`config.mk`:
```
export PLATFORM = sky130hd
export DESIGN_NAME = freq_count_bcd
export DESIGN_NICKNAME = d
export VERILOG_FILES = /design/src/rtl/freq_count_bcd.sv
export SDC_FILE = /design/constraint.sdc
export NUM_CORES = 1
export LEC_CHECK = 0
export BUFFER_PORTS_ARGS = -buffer_cell sky130_fd_sc_hd__buf_2
export CORE_MARGIN = 10
export CORE_UTILIZATION = 60
export DETAILED_ROUTE_END_ITERATION = 8
export PLACE_DENSITY_LB_ADDON = 0.12
export SLEW_MARGIN = 15
export SYNTH_ARGS = -nofsm -noshare
export SYNTH_HDL_FRONTEND = slang
export SYNTH_SLANG_ARGS = --single-unit
```
`constraint.sdc`:
```
create_clock -name clk -period 4.81 [get_ports clk]
set_input_delay 0.481 -clock clk [delete_from_list [all_inputs] [get_ports clk]]
set_output_delay 0.481 -clock clk [all_outputs]
set_load 0.02 [all_outputs]
```
`src/rtl/freq_count_bcd.sv`:
```
// Gated frequency counter: counts synchronized rising edges of osc_in over GATE_CYCLES clocks
// in a 4-digit saturating BCD counter and latches display digit codes at the end of each window.
module freq_count_bcd #(
   parameter int unsigned GATE_CYCLES = 100_000_000,
   parameter int unsigned GATE_W      = 27,
   parameter bit          BLANK_LZ    = 1'b1
) (
   input  logic       clk,
   input  logic       reset,
   input  logic       run,
   input  logic       osc_in,
   output logic [3:0] dig0,
   output logic [3:0] dig1,
   output logic [3:0] dig2,
   output logic [3:0] dig3,
   output logic       done,
   output logic       overflow,
   output logic       busy
);

   localparam logic [3:0]        CODE_E     = 4'hA;
   localparam logic [3:0]        CODE_BLANK = 4'hB;
   localparam logic [3:0]        CODE_DASH  = 4'hC;
   localparam logic [GATE_W-1:0] GATE_LAST  = GATE_W'(GATE_CYCLES - 1);

   typedef enum logic [1:0] {
      IDLE,
      GATE,
      LATCH
   } state_t;

   state_t            state;
   state_t            state_next;
   logic              s1;
   logic              s2;
   logic              s3;
   logic              rise;
   logic [GATE_W-1:0] gate_cnt;
   logic              gate_last;
   logic [3:0][3:0]   bcd;
   logic              bcd_max;
   logic              ovf;
   logic [3:0][3:0]   shown;
   logic              lead;

   // Ripple-carry increment of a 4-digit BCD value, digit 0 least significant.
   function automatic logic [3:0][3:0] bcd_inc(input logic [3:0][3:0] value);
      logic [3:0][3:0] result;
      logic            carry;
      result = value;
      carry  = 1'b1;
      for (int i = 0; i < 4; i++) begin
         if (carry) begin
            if (result[i] == 4'd9) begin
               result[i] = 4'd0;
            end else begin
               result[i] = result[i] + 4'd1;
               carry     = 1'b0;
            end
         end
      end
      return result;
   endfunction

   // NOTE: non-blocking assignments make s1 -> s2 -> s3 shift exactly one stage per clock.
   always_ff @(posedge clk) begin
      if (reset) begin
         s1 <= 1'b0;
         s2 <= 1'b0;
         s3 <= 1'b0;
      end else begin
         s1 <= osc_in;
         s2 <= s1;
         s3 <= s2;
      end
   end

   assign rise      = s2 & ~s3;
   assign gate_last = (gate_cnt == GATE_LAST);
   assign bcd_max   = (bcd == 16'h9999);
   assign busy      = (state == GATE);

   always_ff @(posedge clk) begin
      if (reset) begin
         state <= IDLE;
      end else begin
         state <= state_next;
      end
   end

   // NOTE: every combinational output gets a default first so no latch is inferred.
   always_comb begin
      state_next = state;
      unique case (state)
         IDLE:    if (run) state_next = GATE;
         GATE: begin
            if (!run) begin
               state_next = IDLE;
            end else if (gate_last) begin
               state_next = LATCH;
            end
         end
         LATCH:   state_next = run ? GATE : IDLE;
         default: state_next = IDLE;
      endcase
   end

   always_ff @(posedge clk) begin
      if (reset) begin
         gate_cnt <= '0;
      end else if (state == GATE) begin
         gate_cnt <= gate_cnt + GATE_W'(1);
      end else begin
         gate_cnt <= '0;
      end
   end

   // Counter only runs in GATE; IDLE holds it cleared and LATCH discards its rise.
   always_ff @(posedge clk) begin
      if (reset) begin
         bcd <= '0;
         ovf <= 1'b0;
      end else if (state == GATE) begin
         if (rise) begin
            if (bcd_max) begin
               ovf <= 1'b1;
            end else begin
               bcd <= bcd_inc(bcd);
            end
         end
      end else begin
         bcd <= '0;
         ovf <= 1'b0;
      end
   end

   always_comb begin
      shown = bcd;
      lead  = BLANK_LZ;
      if (ovf) begin
         shown = {CODE_E, CODE_BLANK, CODE_BLANK, CODE_BLANK};
      end else begin
         for (int i = 3; i >= 1; i--) begin
            if (lead && (bcd[i] == 4'd0)) begin
               shown[i] = CODE_BLANK;
            end else begin
               lead = 1'b0;
            end
         end
      end
   end

   // Display registers change only on the edge leaving LATCH, so aborted windows leave them intact.
   always_ff @(posedge clk) begin
      if (reset) begin
         dig0     <= CODE_DASH;
         dig1     <= CODE_DASH;
         dig2     <= CODE_DASH;
         dig3     <= CODE_DASH;
         overflow <= 1'b0;
         done     <= 1'b0;
      end else begin
         done <= (state == LATCH);
         if (state == LATCH) begin
            dig0     <= shown[0];
            dig1     <= shown[1];
            dig2     <= shown[2];
            dig3     <= shown[3];
            overflow <= ovf;
         end
      end
   end

endmodule

```
# [Word level (Yosys, flattened, before mapping)]
# Index checks and enable logic that the tools add are counted.
[word_totals] output_inout_bits=19 word_cells=83 inputBits=4 register_bits=67
[op_classes] n_reduce_logical=13 n_bitwise=4 n_addsub=5 n_mux=35 eq_ne=10
[op_table] cell="$mux W4" n=8
[op_table] cell="$add A27 B1 Y27 const B" n=1
[op_table] cell="$eq A27 B27 Y1 const B" n=1
[op_table] cell="$mux W1" n=22
[op_table] cell="$add A4 B1 Y4 const B" n=4
[op_table] cell="$eq A16 B16 Y1 const B" n=1
[op_table] cell="$eq A4 B4 Y1 const B" n=4
[op_table] cell="$logic_not A4 Y1" n=3
[op_table] cell="$mux W12" n=1
[op_table] cell="$reduce_and A3 Y1" n=3
[op_table] cell="$mux W2" n=3
[op_table] cell="$pmux W2 S3" n=1
[op_table] cell="$reduce_and A2 Y1" n=3
[op_table] cell="$ne A3 B2 Y1 const B" n=1
[op_table] cell="$not A1 Y1" n=3
[op_table] cell="$eq A2 B1 Y1 const B" n=1
[op_table] cell="$eq A2 B2 Y1 const B" n=1
[op_table] cell="$logic_and A1 B1 Y1" n=2
[op_table] cell="$logic_not A2 Y1" n=1
[op_table] cell="$ne A2 B2 Y1 const B" n=1
[op_table] cell="$reduce_or A2 Y1" n=1
[op_table] cell="$and A1 B1 Y1" n=1

# [Depth between registers and ports, before layout]
[logic_depth] depth_word=17 mapped_depth=6 mapped_depth_nobuf=5

# [Worst setup path before layout]
# Ideal clock, no wire load.
[synth_timing] path_type="register -> register" start="register gate_cnt[0]" end="register gate_cnt[26]" path_buffers=1 required_ps=4739 path_slack_ps=3162 arrival_ps=1577 period_less_slack_ps=1648 setup_ps=71 stages_incl_launch_ff=7 cell_sequence="dfxtp_1 ha_1 and3_1 buf_2 nand2_1 or4_1 a21oi_1"
[synth_via] elab_chain_cells=1
[synth_rtl] item="from (decl)" line_no="38" source="logic [GATE_W-1:0] gate_cnt;"
[synth_rtl] item="from (signal assigned)" line_no="112" source="gate_cnt <= gate_cnt + GATE_W'(1);"
[synth_rtl] item="$add A27 B1 Y27" line_no="112"
# No other way between the ends.
# A chain may end at the register's enable or synchronous reset.

# [Final worst setup path]
[layout_timing] start="input port reset" end="register gate_cnt[16]"
[layout_via] elab_chain_cells=1
[layout_rtl] item="from (decl)" line_no="9" source="input logic reset,"
[layout_rtl] item="$reduce_or A2 Y1 (no line)"
# No other way between the ends.

==> flow_summary.yaml <==
layout:
  n_fill_cell: 400
  layout-drive-gt1-share_pct: 13.3
  final_area_sq_um: 3310
  final_cells: 429
  diodes: 0
  syn_to_final_growth_pct: 11.7
  fin_nets: 362
placed_design:
  placed_cell_area_sq_um: 3080
  place_inst: 413
  gp_congestion: 0.814
  io_buffers: 22
  place.detailed.hpwl_um: 4220
power_and_ir_drop:
  p_int_w: 0.000878
  fin_total_pwr_w: 0.00110
  p_switching_w: 0.000225
  swShare_pct: 20.4
  p_seq_share_pct: 50.5
  power_frac_clock_pct: 48.0
  powerDensity_nw_per_um2: 333
  p_leak_nw: 1.18
  peakVddDrop_uv: 247
  comb_power_share_pct: 1.5
global_routing:
  grt_usage_pct: 15.7
  grt_first_pass_wirelength_um: 10800
  grtUsageMet3_pct: 4.49
  use_met1_pct: 18.6
  antenna_found_initial: 0
  grt_pass1_vias: 2396
  use_met2_pct: 25.8
  overflow: 0
  grt_max_degree: 21
  busiest_layer: "met2"
clock_network:
  cts_buffers: 9
  clk-insertion-delay-late_ps: 350
  cts_hold_buf: 0
  cts_max_level: 3
  clk_pin_slew_ps: 70
  cts_sinks: 67
  clockBufferDepth: 2
  cts_root_buf: "clkbuf_8"
  cts_setup_buffers: 0
  tritoncts: "yes"
  cts_resized: 0
worst_setup_path:
  worstPathArrival_ps: 2490
  path_max_fanout: 20
  crit_chain: "buf_2, inv_1, nand2_1, buf_4, or4_1, nand2_1"
  cp-start-kind: "input port"
  slowest_stage: "nand2_1"
  reg2reg_from: "state[1]"
  critPathCaptureType: "register"
  critPathMostFrequentCell: "nand2_1"
  reg2reg_to: "gate_cnt[16]"
  path_class: "input port to register"
  reg2reg_slack_ps: 2800
  crit_required_ps: 5100
  worst_path_largest_cell_delay_ps: 520
  reg2regPathDepth: 6
synth:
  synth_most_common_cell: "dfxtp_1"
  synth-edff-count: 0
  synth_cell_types: 48
  netlist.area_leader.share_pct: 45.3
  synthCells: 340
  yosys.area.top_type: "dfxtp_1"
  synth_seq_cells: 67
  synth_ff_type: "dfxtp_1"
  async_flop_share_pct: 0
  yosysSeqAreaShare_pct: 45.3
  yosys-top-cells-area: "dfxtp_1 (45%), a21oi_1 (4.2%), nor2_1 (4.2%)"
  ys_top_cells_by_count: "dfxtp_1 (67), nor2_1 (33), a21oi_1 (25), nand2_1 (24), inv_1 (15)"
  syn_area_per_cell_sq_um: 8.71
  ys_warn_count: 0
  syn-num-nets: 345
  mappedNetlistArea_sq_um: 2960
floorplanning:
  die_width_um: 90.3
  dieArea_sq_um: 8150
  rows: 25
  start_util_pct: 62.3
  ioPinCount: 23
  core_area_sq_um: 4750
  die_y_um: 90.3
sta:
  max-slew-margin-rel_pct: 45.1
  hold_viol_final: 0
  skew_ps: 6.15
  setup_tns_ps: 0
  holdWs_ps: 376
  tightestPinTransition_ps: 821
  max_freq_mhz: 456
  period_share_pct: 45.6
  drv_slew: 0
  setup_viol: 0
  fin_crit_ps: 2190
  grt_setup_unrepaired: "no"
routing:
  firstDrtPassIters: 4
  drt_first_iter_violations: 146
  viasPerCell: 5.83
  wirelength_um: 6220
  num_vias: 2502
  ant_nets: 0
  drc: 0
  wl_per_cell_um: 14.5
hold_path:
  worstHoldStart: "osc_in"
  worst_hold_path_type: "input port to register"
  hold_depth: 2
  hold_end: "s1"
job:
  max_cap_violations: 0
outcome:
  status: "complete, no violations"
==> final cells by class <==
cell class,instances,area (sq um),share of cell area (%)
timing repair buffer,24,125,3.78
clock buffer,11,151,4.57
multi-input combinational,240,1480,44.6
tap,67,83.8,2.53
inverter,15,56.3,1.70
sequential,67,1340,40.5
clock inverter,5,75.1,2.27
==> placed cells by master, fill, tap and decap left out, types with 3 or more instances in the layout <==
master and n:
dfxtp_1 67, nor2_1 33, a21oi_1 25, nand2_1 24, buf_2 22, inv_1 15, o31ai_1 14, nor3_1 14
nand3_1 13, or4_1 12, o21ai_0 11, clkbuf_8 11, xor2_1 9, nand4_1 8, nor2b_1 7, nor4_1 6
and3_1 6, o21a_1 6, xnor2_1 5, a211oi_1 5, or3_1 5, o211ai_1 4, and4_1 4, o311ai_0 4
clkinv_2 3
==> per-layer routing <==
metal  vias up  wire length (um)  share of wire (%)
met1      1150              2850                 46
met5         -                 0                  0
met4         0               103                1.7
met2        59              2940                 47
met3        11               334                5.4
li1       1282                 -                  -
==> power groups by stage <==
stage	registers (W)	logic, W	clock network (W)
2_1_floorplan	0.000570	0.0000108	0
6_report	0.000558	0.0000161	0.000530
4_1_cts	0.000558	0.0000162	0.000534
3_5_place_dp	0.000570	0.0000161	0
3_3_place_gp	0.000570	0.0000158	0
5_1_grt	0.000558	0.0000179	0.000563
==> how the worst max path moves through the flow <==
stage	end	cells past startpoint	start	slack, ps
6_report	gate_cnt[16]	6	reset	2620
5_1_grt	gate_cnt[18]	6	reset	2480
4_1_cts	gate_cnt[16]	6	reset	2650
3_5_place_dp	gate_cnt[16]	6	reset	2280
3_3_place_gp	gate_cnt[18]	6	reset	2340
2_1_floorplan	gate_cnt[26]	6	gate_cnt[0]	3160
==> per-stage QoR <==
| step | worst slack (ps) | util, % |
|---|---|---|
| final | 2620 | 69.6 |
| after global placement | 2340 | 64.8 |
| after floorplan | 3160 | - |
| after detailed placement | 2280 | 64.8 |
| after global routing | 2480 | 69.6 |
| after CTS | 2650 | 69.6 |
==> cells by family (layout without fill, tap and decap cells) <==
| logic type | after synthesis | in the layout | synth area share [%] |
|---|---|---|---|
| and+or+nand+nor | 149 | 149 | 28.9 |
| AOI/OAI and AO/OA | 76 | 76 | 16.3 |
| adders and majority gates | 1 | 1 | 0.422 |
| buffers and inverters | 33 | 55 | 4.90 |
| DFF | 67 | 67 | 45.3 |
| xor gates and xnor gates | 14 | 14 | 4.14 |
==> critical path: cells and delay by family <==
kind | cells | cell delay [ps]
buffers and inverters | 3 | 890
and+or+nand+nor | 3 | 1100
==> state kept, by name, summed over array words and instances (netlist names) <==
signal,flops
gate_cnt,27
bcd,16
dig0,4
dig1,4
dig2,4
dig3,4
state,2
done,1
overflow,1
ovf,1
s1,1
s2,1
s3,1
Note: power is estimated with default switching activity, not from simulation.
